--- config.mk ---
export PLATFORM = sky130hd
export DESIGN_NAME = fp_add_ctrl
export DESIGN_NICKNAME = d
export VERILOG_FILES = /design/src/rtl/fp_add_ctrl.sv
export SDC_FILE = /design/constraint.sdc
export NUM_CORES = 1
export LEC_CHECK = 0
export BUFFER_PORTS_ARGS = -buffer_cell sky130_fd_sc_hd__clkbuf_2
export CAP_MARGIN = 40
export CORE_MARGIN = 5
export CORE_UTILIZATION = 35
export CTS_CLUSTER_DIAMETER = 80
export DETAILED_ROUTE_END_ITERATION = 7
export GPL_TIMING_DRIVEN = 0
export SLEW_MARGIN = 30
export SYNTH_ARGS = -nofsm -noshare
export SYNTH_HDL_FRONTEND = slang
export SYNTH_SLANG_ARGS = --single-unit
--- constraint.sdc ---
create_clock -name clk_i -period 6.4 [get_ports clk_i]
set_clock_uncertainty 0.15 [all_clocks]
set_input_delay 0.32 -clock clk_i [delete_from_list [all_inputs] [get_ports clk_i]]
set_output_delay 0.32 -clock clk_i [all_outputs]
set_load 0.005 [all_outputs]
--- src/rtl/fp_add_ctrl.sv ---
// fp_add_ctrl: multi-cycle IEEE-754 single add/sub controller (IDLE/ALIGN/ADD/NORM/DONE).
// Optional abort_i input enabled by macro FP_ADD_CTRL_ABORT_EN.
module fp_add_ctrl #(
    parameter int ALIGN_STEP = 1
) (
    input  logic        clk_i,
    input  logic        rst_ni,
    input  logic        start_i,
    input  logic        sub_i,
    input  logic [31:0] x_i,
    input  logic [31:0] y_i,
    input  logic        ack_i,
`ifdef FP_ADD_CTRL_ABORT_EN
    input  logic        abort_i,
`endif
    output logic        ready_o,
    output logic        valid_o,
    output logic [31:0] result_o,
    output logic        infinity_o,
    output logic        nan_o
);
    typedef enum logic [2:0] {IDLE, ALIGN, ADD, NORM, DONE} state_t;
    localparam logic [7:0] STEP = 8'(ALIGN_STEP);

    state_t      r_state;
    logic        r_ready, r_valid, r_inf, r_nan;
    logic [31:0] r_result;
    logic        r_sx, r_sy, r_s;
    logic [7:0]  r_ex, r_ey, r_e;
    logic [23:0] r_mx, r_my;
    logic [24:0] r_m;

    logic        w_abort;
`ifdef FP_ADD_CTRL_ABORT_EN
    assign w_abort = abort_i;
`else
    assign w_abort = 1'b0;
`endif

    logic [7:0]  w_xe, w_ye, w_d, w_st, w_ne;
    logic        w_ys, w_x_nan, w_y_nan, w_x_inf, w_y_inf, w_nan, w_inf, w_inf_s;
    logic        w_x_big, w_same, w_xge;
    logic [24:0] w_sum, w_nm;

    assign w_xe    = x_i[30:23];
    assign w_ye    = y_i[30:23];
    assign w_ys    = y_i[31] ^ sub_i;
    assign w_x_nan = (&w_xe) && (|x_i[22:0]);
    assign w_y_nan = (&w_ye) && (|y_i[22:0]);
    assign w_x_inf = (&w_xe) && !(|x_i[22:0]);
    assign w_y_inf = (&w_ye) && !(|y_i[22:0]);
    assign w_nan   = w_x_nan || w_y_nan || (w_x_inf && w_y_inf && (x_i[31] != w_ys));
    assign w_inf   = w_x_inf || w_y_inf;
    assign w_inf_s = w_x_inf ? x_i[31] : w_ys;

    assign w_x_big = r_ex >= r_ey;
    assign w_d     = w_x_big ? r_ex - r_ey : r_ey - r_ex;
    assign w_st    = (w_d > STEP) ? STEP : w_d;

    assign w_same  = r_sx == r_sy;
    assign w_xge   = r_mx >= r_my;
    assign w_sum   = w_same ? {1'b0, r_mx} + {1'b0, r_my} :
                     w_xge  ? {1'b0, r_mx} - {1'b0, r_my} : {1'b0, r_my} - {1'b0, r_mx};

    // one normalisation step: carry shifts right, otherwise shift left until bit 23 is set
    assign w_nm    = r_m[24] ? r_m >> 1 : r_m[23] ? r_m : r_m << 1;
    assign w_ne    = r_m[24] ? r_e + 8'd1 : r_m[23] ? r_e : r_e - 8'd1;

    always_ff @(posedge clk_i) begin
        if (!rst_ni) begin
            r_state  <= IDLE;
            r_ready  <= 1'b1;
            r_valid  <= 1'b0;
            r_inf    <= 1'b0;
            r_nan    <= 1'b0;
            r_result <= '0;
            r_sx     <= 1'b0;
            r_sy     <= 1'b0;
            r_s      <= 1'b0;
            r_ex     <= '0;
            r_ey     <= '0;
            r_e      <= '0;
            r_mx     <= '0;
            r_my     <= '0;
            r_m      <= '0;
        end else begin
            case (r_state)
                IDLE: if (start_i) begin
                    r_ready <= 1'b0;
                    r_sx    <= x_i[31];
                    r_sy    <= w_ys;
                    r_ex    <= w_xe;
                    r_ey    <= w_ye;
                    r_mx    <= (w_xe != 8'd0) ? {1'b1, x_i[22:0]} : 24'd0;
                    r_my    <= (w_ye != 8'd0) ? {1'b1, y_i[22:0]} : 24'd0;
                    r_nan   <= w_nan;
                    r_inf   <= !w_nan && w_inf;
                    if (w_nan || w_inf) begin
                        r_result <= w_nan ? 32'h7FC00000 : {w_inf_s, 8'hFF, 23'd0};
                        r_valid  <= 1'b1;
                        r_state  <= DONE;
                    end else begin
                        r_state  <= ALIGN;
                    end
                end
                ALIGN: if (w_abort) begin
                    r_state <= IDLE;
                    r_ready <= 1'b1;
                end else if (w_d >= 8'd26) begin
                    if (w_x_big) begin
                        r_my <= '0;
                        r_ey <= r_ex;
                    end else begin
                        r_mx <= '0;
                        r_ex <= r_ey;
                    end
                    r_state <= ADD;
                end else begin
                    if (w_x_big) begin
                        r_my <= r_my >> w_st;
                        r_ey <= r_ey + w_st;
                    end else begin
                        r_mx <= r_mx >> w_st;
                        r_ex <= r_ex + w_st;
                    end
                    if (w_d <= STEP) r_state <= ADD;
                end
                ADD: if (w_abort) begin
                    r_state <= IDLE;
                    r_ready <= 1'b1;
                end else begin
                    r_m     <= w_sum;
                    r_s     <= (w_same || w_xge) ? r_sx : r_sy;
                    r_e     <= r_ex;
                    r_state <= NORM;
                end
                NORM: if (w_abort) begin
                    r_state <= IDLE;
                    r_ready <= 1'b1;
                end else if (r_m == 25'd0 || (w_ne == 8'd0 && w_ne != 8'hFF)) begin
                    r_result <= '0;
                    r_inf    <= 1'b0;
                    r_valid  <= 1'b1;
                    r_state  <= DONE;
                end else if (w_ne == 8'hFF) begin
                    r_result <= {r_s, 8'hFF, 23'd0};
                    r_inf    <= 1'b1;
                    r_valid  <= 1'b1;
                    r_state  <= DONE;
                end else if (w_nm[23]) begin
                    r_result <= {r_s, w_ne, w_nm[22:0]};
                    r_valid  <= 1'b1;
                    r_state  <= DONE;
                end else begin
                    r_m <= w_nm;
                    r_e <= w_ne;
                end
                DONE: if (ack_i) begin
                    r_valid <= 1'b0;
                    r_ready <= 1'b1;
                    r_state <= IDLE;
                end
                default: begin
                    r_state <= IDLE;
                    r_ready <= 1'b1;
                    r_valid <= 1'b0;
                end
            endcase
        end
    end

    assign ready_o    = r_ready;
    assign valid_o    = r_valid;
    assign result_o   = r_result;
    assign infinity_o = r_inf;
    assign nan_o      = r_nan;
endmodule

# Yosys cells after proc, flatten, opt, wreduce, memory -nomap -nowiden

Cells that the tools add are included.

Bits in registers: 139
Input bits: 69
Logic and storage cells: 166

Add/sub/neg operators: 9
Order comparisons: 5
Eq/ne operators: 21
Shift-type cells: 2
Multiplexer cells: 69
Bitwise logic cells: 3
Reduce and logical (&&, ||, !) cells: 42

Operators with widths:

| operator                                       | number |
|---|---|
| 24-bit 2-to-1 mux                              | 12 |
| 32-bit 2-to-1 mux                              | 6 |
| 25-bit 2-to-1 mux                              | 5 |
| 8-bit 2-to-1 mux                               | 14 |
| 24-bit one-hot mux with 2 select lines         | 2 |
| 32-bit one-hot mux with 2 select lines         | 1 |
| 25-bit one-hot mux with 2 select lines         | 1 |
| 24-bit by 24-bit subtractor with 25-bit output | 2 |
| 8-bit one-hot mux with 2 select lines          | 3 |
| 24-bit by 8-bit >> shifter with 24-bit output  | 2 |
| 23-bit OR reduction                            | 2 |
| 24-bit by 24-bit adder with 25-bit output      | 1 |
| 25-bit logical NOT                             | 1 |
| 24-bit greater-or-equal comparator             | 1 |
| 3-bit 2-to-1 mux                               | 8 |
| 3-bit AND reduction                            | 6 |
| 8-bit adder                                    | 2 |
| 2-bit inequality test, second input constant   | 8 |
| 8-bit AND reduction                            | 2 |
| 8-bit nonzero test                             | 2 |
| 8-bit subtractor                               | 2 |
| 3-bit one-hot mux with 5 select lines          | 1 |
| 1-bit 2-to-1 mux                               | 13 |
| 3-bit inequality test, second input constant   | 4 |
| 30 further kinds                               | 50 |

# Logic depth before layout (Yosys ltp)

Gate-level depths: netlist of run 1.

Word-level depth: 10
Depth in mapped cells: 26
Gate-level depth less buffers: 23

# Least setup slack after synthesis of run 1

No wires, ideal clock.

Kind: reg2reg
Start point: register r_ex[0]
End point: register r_ex[7]
Setup time: 0.092 ns
Data arrival time: 4.507 ns
Required time: 6.158 ns
Path slack: 1.651 ns
Cell stages (with the launch flop): 25
Path buffers: 3
Period minus slack after synthesis: 4.749 ns
Cell sequence: dfxtp_1 > inv_1 > ha_1 > inv_1 > fa_1 > a21o_1 > a221o_1 > o22ai_2 > buf_2 > o211ai_1 > o32ai_1 > nand3_1 > buf_2 > buf_2 > o21bai_1 > ha_1 > a21o_1 > a21o_1 > a21o_1 > a21oi_1 > o21bai_1 > a21o_1 > a211oi_1 > nor4b_1 > nor4_1

Word-level cells in the longest chain between the ends: 8

Ends and longest elaborated chain:

| item                                                                         | line   | text |
|---|---|---|
| start: declaration                                                           | 29     | `logic [7:0] r_ex, r_ey, r_e;` |
| start signal: assignment                                                     | 92     | `r_ex <= w_xe;` |
| start signal: assignment                                                     | 115    | `r_ex <= r_ey;` |
| start signal: assignment                                                     | 124    | `r_ex <= r_ex + w_st;` |
| 8-bit subtractor / 8-bit greater-or-equal comparator (equally long branches) | 57, 56 |  |
| 8-bit 2-to-1 mux                                                             | 57     | `assign w_d = w_x_big ? r_ex - r_ey : r_ey - r_ex;` |
| 8-bit by 1-bit > comparator with 1-bit output                                | 58     | `assign w_st = (w_d > STEP) ? STEP : w_d;` |
| 8-bit 2-to-1 mux                                                             | 58     |  |
| 8-bit adder                                                                  | 124    |  |
| 8-bit 2-to-1 mux                                                             | 119    | `if (w_x_big) begin` |
| 8-bit 2-to-1 mux                                                             | 109    | `end else if (w_d >= 8'd26) begin` |
| 8-bit one-hot mux with 2 select lines                                        | 87     | `case (r_state)` |

Several ways; a longest one is shown, not always the timed one. The select of a mux whose other input is x is not followed.
A chain may end at the register's enable or synchronous reset.

# Worst setup path in the final report of run 1

Start point: register r_ex[0]
End point: register r_ey[7]

Word-level cells in the longest chain between the ends: 8

Ends and longest elaborated chain:

| item                                                                         | line   | text |
|---|---|---|
| 8-bit subtractor / 8-bit greater-or-equal comparator (equally long branches) | 57, 56 |  |
| 8-bit 2-to-1 mux                                                             | 57     |  |
| 8-bit by 1-bit > comparator with 1-bit output                                | 58     |  |
| 8-bit 2-to-1 mux                                                             | 58     |  |
| 8-bit adder                                                                  | 121    | `r_ey <= r_ey + w_st;` |
| 8-bit 2-to-1 mux                                                             | 119    |  |
| 8-bit 2-to-1 mux                                                             | 109    |  |
| 8-bit one-hot mux with 2 select lines                                        | 87     |  |
| end signal: assignment                                                       | 93     | `r_ey <= w_ye;` |
| end signal: assignment                                                       | 112    | `r_ey <= r_ex;` |
| end signal: assignment                                                       | 121    |  |
| end: declaration                                                             | 29     |  |

Several ways; a longest one is shown, not always the timed one. The select of a mux whose other input is x is not followed.

==> results.sh, run 1 <==
export IMPL_synth_flop_cell="dfxtp_1"
export IMPL_cp_start_kind="flop"
export IMPL_synth_seq_cells=139
export IMPL_crit_cells=24
export IMPL_end_kind="flop"
export IMPL_maxCapViolCount=0
export IMPL_start_util=0.353
export IMPL_period_needed_ns=5.97
export IMPL_htreeDepth=4
export IMPL_synth_distinct_cells=81
export IMPL_setup_viol_count_final=0
export IMPL_crit_chain="inv_1, ha_1, inv_1, fa_1, a21o_1, a221o_1, o22ai_2, buf_2, o211ai_1, o32ai_1, nand3_1, buf_2, buf_2, o21bai_1, ha_1, a21o_1, a21oi_1, o21ai_0, a21o_1, a21oi_1, nor3_1, a211oi_1, nor3_1, a2111oi_0"
export IMPL_crit_type="reg2reg"
export IMPL_wl_um=48700
export IMPL_async_flop_share=0
export IMPL_dieHeight_um=199
export IMPL_gp_congestion=0.969
export IMPL_clock_latency_ns=0.45
export IMPL_crit_fanout=10
export IMPL_crit_family="compound AO/OA/AOI/OAI gates"
export IMPL_synth_edf_count=0
export IMPL_syn_inst=1667
export IMPL_grt_pass1_wl_um=74700
export IMPL_cp_buffers_inverters=5
export IMPL_grt_overflow=0
export IMPL_whs_ns=0.0162
export IMPL_antenna_found_initial=0
export IMPL_rr_worst_depth=24
export IMPL_drc=0
export IMPL_cts_setup_buffers=0
export IMPL_worstMarginPinSlew_ns=0.844
export IMPL_syn_avg_cell_area_um2=7.52
export IMPL_crit_slowest_cell="fa_1"
export IMPL_finalNetCount=1991
export IMPL_numClockSinks=139
export IMPL_drt_first_pass_iters=6
export IMPL_report_final_slew_viol_count=0
export IMPL_period_share=0.933
export IMPL_hpwl_um=39000
export IMPL_hold_viol_final=0
export IMPL_fillers=3663
export IMPL_ant_nets=0
export IMPL_yosys_warnings=0
export IMPL_final_instance_count_excl_fill=2286
export IMPL_cts_path_max_buffers=2
export IMPL_first_iter_violations=1293
export IMPL_cts_tree="built"
export IMPL_vias=13600
export IMPL_synth_seq_area_share=0.222
export IMPL_num_antenna_cells=0
export IMPL_grt_use_total=0.240
export IMPL_tns_ns=0
export IMPL_critPathRequiredTime_ns=6.58
export IMPL_finalPower_mw=9.49
export IMPL_die_w_um=199
export IMPL_cts_buffers=17
export IMPL_wl_per_cell_um=21.3
export IMPL_power_density_nw_per_um2=660
export IMPL_placementRows=69
export IMPL_die_area_um2=39700
export IMPL_vias_per_cell=5.93
export IMPL_max_freq_mhz=167
export IMPL_rsz0062_at_grt="false"
export IMPL_maxSlewHeadroom=0.437
export IMPL_clkTransAtPathRegs_ns=0.07
export IMPL_area_growth_pct=14.6
export IMPL_max_stage_delay_ns=0.41
export IMPL_arrival_ns=6.15
export IMPL_hold_depth=3
export IMPL_coreArea_um2=35500
export IMPL_hold_path_class="in2reg"
export IMPL_grt_pass1_vias=12700
export IMPL_status="complete, no violations"
export IMPL_portBuffers=104
export IMPL_netlist_area_um2=12500
export IMPL_dp_cells=2246
export IMPL_leakagePower_nw=5.96
export IMPL_peakVddDrop_mv=0.234
export IMPL_cts_root_buf="clkbuf_16"
export IMPL_io_pins=105
export IMPL_drive_above_1_share=0.115
export IMPL_grt_max_degree=17
[layer usage]
layer  global-route usage  wire [µm]  vias to the layer above
li1                     -          -                     6466
met1                0.341      22200                     6361
met2                0.366      21100                      671
met3               0.0585       4440                       69
met4               0.0618        945                        0
met5                    0          0                        -
[kinds of logic after synthesis]
family | Yosys count | synth area share
buffers and inverters | 214 | 0.0665
XOR/XNOR | 34 | 0.0237
AO/OA/AOI/OAI | 545 | 0.299
adder cells (fa/ha/maj) | 110 | 0.114
other | 2 | 0.000599
flip-flops | 139 | 0.222
multiplexers | 59 | 0.0486
AND/OR/NAND/NOR | 564 | 0.226
[worst reg2reg max path, cell delays in order (launching register included)]
cell,delay (ns)
dfxtp_1,0.35
inv_1,0.15
ha_1,0.21
inv_1,0.06
fa_1,0.41
a21o_1,0.20
a221o_1,0.39
o22ai_2,0.26
buf_2,0.34
o211ai_1,0.14
o32ai_1,0.20
nand3_1,0.17
buf_2,0.24
buf_2,0.27
o21bai_1,0.29
ha_1,0.26
a21o_1,0.16
a21oi_1,0.28
o21ai_0,0.13
a21o_1,0.17
a21oi_1,0.26
nor3_1,0.08
a211oi_1,0.24
nor3_1,0.08
a2111oi_0,0.36
[metrics by stage]
stage / setup slack (ns) / utilization / cell area (µm²)
floorplan: 1.65 / - / 12600
global placement: 0.616 / 0.386 / 13700
detailed placement: 0.506 / 0.386 / 13700
CTS: 0.491 / 0.404 / 14300
global route: 0.114 / 0.405 / 14400
finish: 0.429 / 0.405 / 14400
[final cells by class]
class	count	area (µm²)	area share
Buffer	109	440	0.0307
Clock buffer	18	439	0.0306
Clock inverter	14	149	0.0104
Inverter	105	394	0.0274
Multi-Input combinational cell	1326	8980	0.625
Sequential cell	139	2780	0.194
Tap cell	461	577	0.0401
Timing Repair Buffer	114	608	0.0423
[cells in the final DEF (no fill, tap or decap), drive strengths merged, types with 26 or more instances in the layout]
| cell type | Yosys | routed |
|---|---|---|
| nor4 | 38 | 38 |
| o21ai | 107 | 107 |
| nand2 | 136 | 136 |
| dfxtp | 139 | 139 |
| nand4 | 39 | 39 |
| a221o | 34 | 34 |
| nor2 | 145 | 145 |
| a31oi | 29 | 29 |
| o211ai | 26 | 26 |
| ha | 103 | 103 |
| clkbuf | 85 | 210 |
| a211oi | 41 | 41 |
| nand3 | 40 | 40 |
| nor3 | 41 | 41 |
| mux2i | 53 | 53 |
| inv | 105 | 113 |
| and2 | 36 | 36 |
| buf | 24 | 27 |
| a21oi | 116 | 116 |
| a21o | 36 | 36 |
[flip-flops by register name, indices dropped and copies added (netlist names)]
register	count
r_mx	24
r_m	25
r_s	1
valid_o	1
r_e	8
r_ey	8
infinity_o	1
r_ex	8
r_state	3
r_sx	1
r_sy	1
nan_o	1
ready_o	1
r_my	24
result_o	32
[power by group]
| group | switching [mW] | internal (mW) |
|---|---|---|
| Sequential | 0.338 | 1.11 |
| Clock | 0.472 | 0.561 |
| Combinational | 4.53 | 2.47 |
| Total | 5.34 | 4.14 |
[cell usage after synthesis, types with 13 or more instances]
cell type	number	share of area
dfxtp_1	139	0.22
xor2_1	16	0.011
nor3_1	40	0.016
and2_1	35	0.017
o21ai_0	99	0.040
nor2b_1	13	0.0065
nor4_1	35	0.017
or3_1	13	0.0065
o21a_1	19	0.011
a31oi_1	29	0.014
a221o_1	34	0.027
o31ai_1	18	0.011
inv_1	105	0.031
and3_1	15	0.0075
nor2_1	145	0.043
a221oi_1	19	0.013
clkbuf_1	85	0.025
ha_1	103	0.10
a21o_1	36	0.022
a21oi_1	116	0.046
o211ai_1	25	0.015
mux2i_1	53	0.042
nand3_1	40	0.016
nand4_1	39	0.019
nand2_1	136	0.041
a211oi_1	40	0.024
xnor2_1	18	0.013
buf_2	16	0.0064
[worst paths after layout]
path / slack, ns / start / to
min reg2reg: 0.30 / result_o[7]$_SDFFE_PN0P_ / result_o[7]$_SDFFE_PN0P_
max: 0.43 / r_ex[0]$_SDFFE_PN0P_ / r_ey[7]$_SDFFE_PN0P_
max reg2reg: 0.43 / r_ex[0]$_SDFFE_PN0P_ / r_ey[7]$_SDFFE_PN0P_
min: 0.02 / x_i[24] / r_ex[1]$_SDFFE_PN0P_
[timing repair]
action,4_1_cts,5_1_grt
endpoints found under the hold margin,4,0
hold buffers,4,0
resized for setup,0,0
(Power assumes the default switching activity.)
==> inputs of run 2 (changes only) <==
Settings changed: CORE_ASPECT_RATIO set to 1.5.
==> run 2 against run 1 <==
Compared with the run above:
- sequential cell count did not move
- critical path depth unchanged
- register-to-register slack improved by 0.11 ns
- wire length up 0.50%
- clock-buffer cell count is 2 higher
- combinational power barely moved
- final cell count is 0.57% higher
- utilization decreased by 0.11 points
- first-iteration DRC count decreased by 29%
- critical path type unchanged
==> results.sh, run 2 (synthesis results as in run 1) <==
export IMPL_grt_use_total=0.239
export IMPL_gp_congestion=0.966
export IMPL_placementRows=85
export IMPL_io_pins=105
export IMPL_fillers=3722
export IMPL_worstMarginPinSlew_ns=0.878
export IMPL_die_area_um2=39800
export IMPL_peakVddDrop_mv=0.319
export IMPL_portBuffers=104
export IMPL_max_freq_mhz=171
export IMPL_power_density_nw_per_um2=662
export IMPL_crit_slowest_cell="fa_1"
export IMPL_area_growth_pct=14.7
export IMPL_clock_latency_ns=0.46
export IMPL_drc=0
export IMPL_cpMostUsedCell="a21o_1"
export IMPL_maxCapViolCount=0
export IMPL_clkTransAtPathRegs_ns=0.07
export IMPL_whs_ns=0.0190
export IMPL_drive_above_1_share=0.113
export IMPL_cts_tree="built"
export IMPL_vias=13400
export IMPL_largest_register_ffs=32
export IMPL_first_iter_violations=919
export IMPL_tns_ns=0
export IMPL_leakagePower_nw=5.96
export IMPL_hpwl_um=39700
export IMPL_maxSlewHeadroom=0.414
export IMPL_arrival_ns=6.07
export IMPL_layout_common_cells="145 x nor2_1, 139 x dfxtp_1, 136 x nand2_1"
export IMPL_cp_start_kind="flop"
export IMPL_num_antenna_cells=0
export IMPL_grt_overflow=0
export IMPL_dieHeight_um=242
export IMPL_hold_path_class="in2reg"
export IMPL_rsz0062_at_grt="false"
export IMPL_period_needed_ns=5.86
export IMPL_status="complete, no violations"
export IMPL_cts_setup_buffers=0
export IMPL_fin_area_um2=14400
export IMPL_grt_pass1_wl_um=74900
export IMPL_grt_pass1_vias=13000
export IMPL_max_stage_delay_ns=0.43
export IMPL_critPathRequiredTime_ns=6.61
export IMPL_numClockSinks=139
export IMPL_grt_max_degree=17
export IMPL_crit_type="reg2reg"
export IMPL_setup_viol_count_final=0
export IMPL_cts_path_max_buffers=2
export IMPL_wl_per_cell_um=21.3
export IMPL_final_common_cell="nor2_1"
export IMPL_ant_nets=0
export IMPL_report_final_slew_viol_count=0
export IMPL_post_dp_cell_area_um2=13700
export IMPL_wl_um=48900
export IMPL_coreArea_um2=35600
export IMPL_drt_first_pass_iters=7
export IMPL_start_util=0.352
export IMPL_period_share=0.916
export IMPL_end_kind="flop"
export IMPL_cts_root_buf="clkbuf_16"
export IMPL_cts_buffers=17
export IMPL_vias_per_cell=5.84
export IMPL_hold_viol_final=0
export IMPL_finalNetCount=1987
export IMPL_crit_chain="inv_1, ha_1, inv_1, fa_1, a21o_1, a221o_1, o22ai_4, clkbuf_4, o211ai_1, o32ai_1, nand3_1, buf_2, buf_2, o21bai_1, ha_1, a21o_1, a21o_1, a21o_1, a21oi_1, o21bai_1, a21o_1, a211oi_1, nor4b_1, nor4_1"
export IMPL_preCtsSetupSlack_ns=0.470
export IMPL_htreeDepth=4
export IMPL_finalWorstSetupSlack_ns=0.537
export IMPL_die_w_um=165
export IMPL_crit_fanout=10
export IMPL_antenna_found_initial=0
==> run 2: cell count changes in the layout (fill, tap and decap cells not counted), sizes merged <==
| cell | previous run | this run |
|---|---|---|
| clkinvlp | 2 | 1 |
| clkinv | 3 | 5 |
| buf | 27 | 25 |
| bufinv | 1 | 3 |
| dlygate4sd3 | 4 | 3 |
| clkbuf | 210 | 211 |
| inv | 113 | 108 |
==> run 2: timing repair <==
| action | in CTS | in global routing |
|---|---|---|
| gates resized for setup | 0 | 3 |
| setup endpoints to repair | 0 | 1 |
| hold endpoints to repair | 3 | 0 |
| hold buffers | 3 | 0 |
==> run 2: metrics by stage <==
step / cells / util / total power, mW
6_report: 2299 / 0.404 / 9.53
2_1_floorplan: 1679 / - / 6.26
3_5_place_dp: 2262 / 0.385 / 8.25
3_3_place_gp: 2261 / 0.385 / 8.21
4_1_cts: 2297 / 0.403 / 9.34
5_1_grt: 2299 / 0.404 / 10.2
==> run 2: layer usage <==
layer  track usage  share of wire
met5             0              0
met4         0.110          0.046
met3        0.0288          0.049
met2         0.407           0.49
met1         0.297           0.41
==> run 2: report_power, final <==
| group | switching [mW] | internal (mW) |
|---|---|---|
| Clock | 0.423 | 0.637 |
| Combinational | 4.54 | 2.48 |
| Sequential | 0.331 | 1.11 |
| Total | 5.30 | 4.23 |
==> run 2: area by class of cell <==
cell class | instances | area [µm²] | share of cell area
multi-input combinational | 1326 | 8980 | 0.625
sequential | 139 | 2780 | 0.193
tap | 478 | 598 | 0.0416
timing repair buffer | 110 | 566 | 0.0393
clock buffer | 20 | 457 | 0.0317
buffer | 109 | 443 | 0.0308
inverter | 105 | 394 | 0.0274
clock inverter | 12 | 160 | 0.0111
==> run 2: path summary, 6_finish.rpt <==
| kind | startpoint | endpoint | slack (ns) | cells past startpoint |
|---|---|---|---|---|
| worst max-delay path | r_ex[0]$_SDFFE_PN0P_ | r_ex[7]$_SDFFE_PN0P_ | 0.54 | 24 |
| worst min-delay path | x_i[25] | r_ex[2]$_SDFFE_PN0P_ | 0.02 | 3 |
| worst max register to register | r_ex[0]$_SDFFE_PN0P_ | r_ex[7]$_SDFFE_PN0P_ | 0.54 | 24 |
| worst min register to register | result_o[7]$_SDFFE_PN0P_ | result_o[7]$_SDFFE_PN0P_ | 0.30 | 2 |
==> run 2: critical path, delay by kind of cell (launching register included) <==
kind | cells | cell delay, ns
and+or+nand+nor | 3 | 0.57
DFF | 1 | 0.35
adders and majority gates | 3 | 0.86
AOI/OAI and AO/OA | 13 | 2.83
buffers and inverters | 5 | 1.03
